$ cat src/rtl/output_layer_pkg.sv
// Shared Tanner-graph constants and FSM encoding for the decoder output stage.
package output_layer_pkg;

  localparam int unsigned WIDTH_DEF = 8;
  localparam int unsigned N_V_DEF   = 44;
  localparam int unsigned E_DEF     = 147;
  localparam int unsigned ACC_W_DEF = 12;
  localparam int unsigned VN_IDX_W  = $clog2(N_V_DEF);

  typedef enum logic [1:0] {
    ST_IDLE  = 2'd0,
    ST_ACCUM = 2'd1,
    ST_SAT   = 2'd2,
    ST_DONE  = 2'd3
  } state_e;

  // Edge-to-VN map shared by variable_nodes, check_nodes and output_layer:
  // edges are laid out round-robin over the variable nodes.
  function automatic logic [E_DEF*VN_IDX_W-1:0] build_edge_vn();
    logic [E_DEF*VN_IDX_W-1:0] map;
    map = '0;
    for (int unsigned e = 0; e < E_DEF; e++) begin
      map[e*VN_IDX_W +: VN_IDX_W] = VN_IDX_W'(e % N_V_DEF);
    end
    return map;
  endfunction

  localparam logic [E_DEF*VN_IDX_W-1:0] EDGE_VN = build_edge_vn();

  // Number of edges landing on variable node v.
  function automatic int unsigned vn_degree(input int unsigned v);
    int unsigned cnt;
    cnt = 0;
    for (int unsigned e = 0; e < E_DEF; e++) begin
      if (EDGE_VN[e*VN_IDX_W +: VN_IDX_W] == VN_IDX_W'(v)) cnt++;
    end
    return cnt;
  endfunction

  // Largest VN degree; sizes the accumulator headroom.
  function automatic int unsigned max_vn_degree();
    int unsigned best;
    best = 0;
    for (int unsigned v = 0; v < N_V_DEF; v++) begin
      if (vn_degree(v) > best) best = vn_degree(v);
    end
    return best;
  endfunction

  localparam int unsigned MAX_VN_DEG = max_vn_degree();

endpackage

$ cat src/rtl/output_layer_saturate.sv
// Symmetric clamp of a wide accumulator to a WIDTH-bit LLR; the most negative code is never produced.
module llr_saturate #(
  parameter int unsigned ACC_W = 12,
  parameter int unsigned WIDTH = 8
) (
  input  logic signed [ACC_W-1:0] acc_i,
  output logic signed [WIDTH-1:0] sat_c
);

  localparam logic signed [ACC_W-1:0] POS_LIM = ACC_W'((1 << (WIDTH - 1)) - 1);
  localparam logic signed [ACC_W-1:0] NEG_LIM = -POS_LIM;

  // Clamp to +/-(2^(WIDTH-1)-1), otherwise pass the low bits through.
  always_comb begin
    sat_c = acc_i[WIDTH-1:0];
    if (acc_i > POS_LIM) begin
      sat_c = POS_LIM[WIDTH-1:0];
    end else if (acc_i < NEG_LIM) begin
      sat_c = NEG_LIM[WIDTH-1:0];
    end
  end

endmodule

$ cat src/rtl/output_layer.sv
// Decoder output stage: serial per-edge posterior accumulation, saturation and hard decisions.
module output_layer
  import output_layer_pkg::*;
#(
  parameter int unsigned WIDTH = WIDTH_DEF,
  parameter int unsigned N_V   = N_V_DEF,
  parameter int unsigned E     = E_DEF,
  parameter int unsigned ACC_W = ACC_W_DEF,
  parameter logic [E*VN_IDX_W-1:0] EDGE_VN_MAP = EDGE_VN
) (
  input  logic                 clk,
  input  logic                 rst,
  input  logic                 prev_ready,
  input  logic [WIDTH*N_V-1:0] all_llrs,
  input  logic [WIDTH*E-1:0]   prev_proc_elem,
  input  logic                 out_ack,
  output logic [WIDTH*N_V-1:0] posterior_llrs,
  output logic [N_V-1:0]       decoded_bits,
  output logic                 out_valid,
  output logic                 busy,
  output logic                 overrun
);

  localparam int unsigned EC_W = (E > 1) ? $clog2(E) : 1;

  // Worst-case VN degree of the map actually in use.
  function automatic int unsigned map_max_deg();
    int unsigned best;
    int unsigned cnt;
    best = 0;
    for (int unsigned v = 0; v < N_V; v++) begin
      cnt = 0;
      for (int unsigned e = 0; e < E; e++) begin
        if (EDGE_VN_MAP[e*VN_IDX_W +: VN_IDX_W] == VN_IDX_W'(v)) cnt++;
      end
      if (cnt > best) best = cnt;
    end
    return best;
  endfunction

  localparam int unsigned MAX_DEG  = map_max_deg();
  localparam int unsigned NEED_ACC = WIDTH + $clog2(MAX_DEG + 1);

  if (ACC_W < NEED_ACC) begin : g_acc_w_check
    $error("output_layer: ACC_W too narrow for the graph degree");
  end

  state_e                  state_q, state_d;
  logic [EC_W-1:0]         edge_q, edge_d;
  logic [WIDTH-1:0]        msg_q [E];
  logic [WIDTH-1:0]        msg_d [E];
  logic signed [ACC_W-1:0] acc_q [N_V];
  logic signed [ACC_W-1:0] acc_d [N_V];
  logic [WIDTH*N_V-1:0]    post_q, post_d;
  logic [N_V-1:0]          bits_q, bits_d;
  logic                    out_valid_q, out_valid_d;
  logic                    busy_q, busy_d;
  logic                    overrun_q, overrun_d;

  logic signed [WIDTH-1:0] sat_c [N_V];
  logic                    accept_c;
  logic [VN_IDX_W-1:0]     edge_vn_c;
  logic [WIDTH-1:0]        msg_cur_c;
  logic signed [ACC_W-1:0] msg_ext_c;

  // A frame is taken in IDLE, or in DONE when the held result is being acknowledged.
  assign accept_c  = prev_ready &&
                     ((state_q == ST_IDLE) || ((state_q == ST_DONE) && out_valid_q && out_ack));
  assign edge_vn_c = EDGE_VN_MAP[edge_q*VN_IDX_W +: VN_IDX_W];
  assign msg_cur_c = msg_q[edge_q];
  assign msg_ext_c = {{(ACC_W-WIDTH){msg_cur_c[WIDTH-1]}}, msg_cur_c};

  // One clamp per variable node, sampled into the output register in SAT.
  for (genvar v = 0; v < N_V; v++) begin : g_sat
    llr_saturate #(
      .ACC_W(ACC_W),
      .WIDTH(WIDTH)
    ) u_sat (
      .acc_i(acc_q[v]),
      .sat_c(sat_c[v])
    );
  end

  // Next-state, accumulator update and output register logic.
  always_comb begin
    state_d     = state_q;
    edge_d      = edge_q;
    msg_d       = msg_q;
    acc_d       = acc_q;
    post_d      = post_q;
    bits_d      = bits_q;
    out_valid_d = out_valid_q;
    overrun_d   = overrun_q;

    unique case (state_q)
      ST_IDLE: begin
      end
      ST_ACCUM: begin
        for (int unsigned v = 0; v < N_V; v++) begin
          if (edge_vn_c == VN_IDX_W'(v)) acc_d[v] = acc_q[v] + msg_ext_c;
        end
        if (edge_q == EC_W'(E - 1)) begin
          state_d = ST_SAT;
          edge_d  = '0;
        end else begin
          edge_d = edge_q + EC_W'(1);
        end
      end
      ST_SAT: begin
        for (int unsigned v = 0; v < N_V; v++) begin
          post_d[WIDTH*v +: WIDTH] = sat_c[v];
          bits_d[v]                = sat_c[v][WIDTH-1];
        end
        state_d = ST_DONE;
      end
      ST_DONE: begin
        // Posteriors settle one cycle ahead of out_valid.
        if (!out_valid_q) begin
          out_valid_d = 1'b1;
        end else if (out_ack) begin
          out_valid_d = 1'b0;
          state_d     = ST_IDLE;
        end
      end
      default: state_d = ST_IDLE;
    endcase

    if (accept_c) begin
      for (int unsigned e = 0; e < E; e++) begin
        msg_d[e] = prev_proc_elem[WIDTH*e +: WIDTH];
      end
      for (int unsigned v = 0; v < N_V; v++) begin
        acc_d[v] = {{(ACC_W-WIDTH){all_llrs[WIDTH*v+WIDTH-1]}}, all_llrs[WIDTH*v +: WIDTH]};
      end
      edge_d  = '0;
      state_d = ST_ACCUM;
    end

    if (prev_ready && !accept_c) overrun_d = 1'b1;

    busy_d = (state_d != ST_IDLE);
  end

  // Control and output registers with synchronous reset.
  always_ff @(posedge clk) begin
    if (rst) begin
      state_q     <= ST_IDLE;
      edge_q      <= '0;
      post_q      <= '0;
      bits_q      <= '0;
      out_valid_q <= 1'b0;
      busy_q      <= 1'b0;
      overrun_q   <= 1'b0;
      for (int unsigned v = 0; v < N_V; v++) acc_q[v] <= '0;
    end else begin
      state_q     <= state_d;
      edge_q      <= edge_d;
      post_q      <= post_d;
      bits_q      <= bits_d;
      out_valid_q <= out_valid_d;
      busy_q      <= busy_d;
      overrun_q   <= overrun_d;
      acc_q       <= acc_d;
    end
  end

  // Message register; only meaningful after an accepted frame, so left unreset.
  always_ff @(posedge clk) begin
    msg_q <= msg_d;
  end

  assign posterior_llrs = post_q;
  assign decoded_bits   = bits_q;
  assign out_valid      = out_valid_q;
  assign busy           = busy_q;
  assign overrun        = overrun_q;

endmodule

$ cat config.mk
export PLATFORM = sky130hd
export DESIGN_NAME = output_layer
export DESIGN_NICKNAME = d
export VERILOG_FILES = /design/src/rtl/output_layer_pkg.sv /design/src/rtl/output_layer_saturate.sv /design/src/rtl/output_layer.sv
export SDC_FILE = /design/constraint.sdc
export NUM_CORES = 2
export LEC_CHECK = 0
export ABC_AREA = 1
export ABC_CLOCK_PERIOD_IN_PS = 86300
export CORE_AREA = 2 2 756 758
export DETAILED_ROUTE_END_ITERATION = 16
export DIE_AREA = 0 0 758 760
export HOLD_SLACK_MARGIN = 0.15
export PLACE_DENSITY = 0.38
export SKIP_LAST_GASP = 1
export SLEW_MARGIN = 20
export SYNTH_ARGS = -nofsm -noshare
export SYNTH_HDL_FRONTEND = slang
export SYNTH_HIERARCHICAL = 1
export SYNTH_SLANG_ARGS = --single-unit
$ cat constraint.sdc
create_clock -name clk -period 86.3 [get_ports clk]
set_input_delay 12.945 -clock clk [delete_from_list [all_inputs] [get_ports clk]]
set_output_delay 12.945 -clock clk [all_outputs]
set_load 0.02 [all_outputs]
==> reports/summary.txt <==
Adder-cell share of the synthesized area -> 0.06676
I/O pin total -> 1,931
Max-Cap Viols -> 0
Ranking of synthesized cells by area -> edfxtp_1 (33%), dfxtp_1 (17%), o21ai_0 (7.0%)
Critical Path Start Type -> input port
Largest family of logic cells by synthesized area -> compound AO/OA/AOI/OAI gates
Layout net count -> 15,643
Synth Register Bits -> 2,069
First-pass GRT wire length -> 756,600 microns
Yosys cell types -> 64
Setup violations, final -> 0
Number of flops mapped to enable cells by yosys -> 1,176
Worst path most repeated cell -> buf_4
Clk slew on worst S/H paths -> 0.05 ns
RSZ-0062 raised after global routing -> no
Delay-heaviest family, CP -> buffers and inverters
WS Path Type -> in2reg
Worst-Skew Late Latency -> 0.98 ns
Post-Syn Area per Cell -> 8.911 sq um
Yosys warns -> 6
Crit-path max cell delay -> 0.88 ns
Area of the multi-input gates -> 48,170 sq um
Peak VDD IR -> 0.00001599 V
Hpwl dp -> 416,400 microns
Max Fclk -> 0.05045 GHz
Setup Skew -> 0.08916 ns
Storage cell area -> 53,210 sq um
Synth area leader -> edfxtp_1
PortBufs -> 1,930
Clock tree sinks -> 2,069
Post-CTS Hold Buffers -> 0
Outcome -> completed
Hold slack final -> 0.5098 ns
PwrDens -> 23.51 nW/um^2
CP Data Required Time -> 86.82 ns
Worst path cell trace -> clkdlybuf4s50_1 > nand4_1 > inv_1 > a21oi_1 > nor2_4 > buf_4 > buf_4 > buf_4 > buf_4 > buf_4 > buf_4 > buf_12 > buf_4
Post-synthesis sequential area ratio -> 0.5019
Fin Setup TNS -> 0 ns
Crit. End Element -> register
Worst r2r src -> edge_q[1]
Ys flop type -> edfxtp_1
WP buf/inv -> 10
Final Cycle Share -> 0.2297
Total number of vias -> 94,854
Initial antenna violation count -> 245
Slowest CP cell -> buf_4
Hold Startpoint -> posterior_llrs[109]
Worst slew margin -> 0.1166
Die span in y -> 760 microns
Cell count after synthesis -> 11,893
Core ar. -> 567,700 sq um
Max clock buf depth -> 4
Post-DR wirelength/cell -> 26.00 microns
Drt drc -> 0
Pre-antenna DRT Iters -> 6
Slew Limit Fails -> 0
Post-CTS sizing -> 0
Row count -> 277
Power Total -> 3.339 mW
Top-area cell type share of the netlist area -> 0.3332
Worst min path class -> reg2reg
Die ar. -> 576,100 sq um
Syn Nets -> 13,964
H-tree depth -> 5
Initial Utilization -> 0.1867
Mux contribution to synthesized area -> 0
CTS Buf Count -> 278
Vias in the first global route -> 93,023
Post-Syn Area -> 106,000 sq um
XOR/XNOR Fraction of Synth Area -> 0.01678
Worst slew pin tran -> 1.311 ns
CTS tree -> done
Post-CTS Setup Bufs -> 0
Synthesis-to-finish area growth -> 34.00%
Async set or reset register ratio after synthesis -> 0
Tmin final -> 19.82 ns
Worst R2R Path Depth -> 30
Crit path max fanout -> 148
Final-layout fill cell count -> 61,886
CTS Root Cell -> clkbuf_16
RD Place Congestion -> 0.8208
Crit path depth -> 13
GRT Residual Overflow -> 0
Worst hold path depth -> 2
GRT Util Overall -> 0.1846
Critical path launch point -> out_ack
Iteration-0 DRC Markers -> 6,823
Final wirelength -> 556,500 microns
DR vias/cell -> 4.431
Die width -> 758 microns
Number of nets still failing antenna checks after routing -> 0
Worst path arrival time -> 20.34 ns
Leak Pwr -> 52.77 nW
Endpoints failing hold -> 0
Synth Area in Simple Gates -> 0.1719
Fraction of layout cells with a size suffix above 1 -> 0.07233
Compound-Gate Fraction of Synth Area -> 0.1971
Pin count of the biggest net entering global routing -> 149
[state kept, by name, indices dropped and copies added (netlist names)]
signal          cells
msg_q            1176
acc_q             528
posterior_llrs    352
edge_q              8
state_q             2
busy                1
out_valid           1
overrun             1
[power by group]
| part | switching (mW) | leakage (nW) | internal [mW] |
|---|---|---|---|
| registers | 0.0850 | 18.5 | 1.16 |
| clock network | 0.495 | 4.29 | 0.653 |
| logic | 0.596 | 30.0 | 0.347 |
[final cells by class]
type,count,share of cell area
well taps,7533,0.06637
repair buffers,2084,0.1452
diodes,88,0.001551
inverters,415,0.01134
clock buffers,362,0.05395
multi-input cells,8724,0.3392
flip-flops and latches,2069,0.3747
clock inverters,130,0.007674
[worst reg2reg max path: cells and delay by family (launching register included)]
kind / cells / cell delay (ns)
AO/OA/AOI/OAI: 9 / 2.41
buffers and inverters: 10 / 4.82
AND/OR/NAND/NOR: 10 / 1.22
flip-flops: 1 / 0.31
adder cells (fa/ha/maj): 1 / 0.43
[Yosys cell counts, types with 7 or more instances]
cell type,count
buf_6,46
inv_1,373
a21o_1,19
ha_1,495
nand4_1,60
dfxtp_1,893
and2_1,44
a21oi_2,35
a21oi_4,45
xor2_1,86
o21ai_2,9
nor2_4,9
nand2_1,1680
o21ai_4,49
inv_2,40
o211a_1,30
o211ai_1,25
o21ai_0,1482
fa_1,44
buf_1,36
a32oi_1,25
clkbuf_1,454
edfxtp_1,1176
o21ai_1,66
nand3_1,505
or2_2,97
o21a_1,7
buf_4,63
nor2_2,54
a21oi_1,1250
xnor2_1,117
nor3b_1,25
nand2_2,49
o2111ai_1,42
a31oi_1,186
a22oi_1,179
nor3_1,18
buf_2,86
a221oi_1,114
nor2_1,1836
[final timing paths]
kind,to,slack [ns]
setup / recovery,msg_q[595],66.48
hold / removal,posterior_llrs[109],0.51
hold reg to reg,posterior_llrs[109],0.51
setup reg to reg,acc_q[35],76.98
[per-stage QoR]
step,setup WS [ns],cells,area (sq um),utilization
detailed placement,65.61,20825,133100,0.2344
finish,66.48,21405,142000,0.2501
global route,66.09,21366,141900,0.2500
floorplan,38.56,11893,106000,-
global placement,65.60,20823,133000,0.2343
CTS,66.65,21317,141800,0.2498
[metal layers]
metal  vias up  wire [microns]  track usage
met5         -            1012            0
met4       152           13870      0.04429
met3       767           33220      0.03970
met2      2673          281000       0.3333
met1     45791          227500       0.2213
li1      45471               -            -
[cell families (layout without fill, tap and decap cells)]
family | after synthesis | after routing
buf+inv | 1100 | 2991
simple gates | 4397 | 4397
flops | 2069 | 2069
compound gates | 3585 | 3585
xor+xnor | 203 | 203
other cells | 0 | 88
fa+ha+maj | 539 | 539
[placed cells by master, fill, tap and decap left out, types with 184 or more instances in the layout]
cell type,count
a21oi_1,1248
a31oi_1,184
clkbuf_16,285
clkdlybuf4s50_1,1925
dfxtp_1,886
edfxtp_1,1176
ha_1,495
inv_1,369
nand2_1,1678
nand3_1,505
nor2_1,1833
o21ai_0,1472
(Power assumes the default switching activity.)
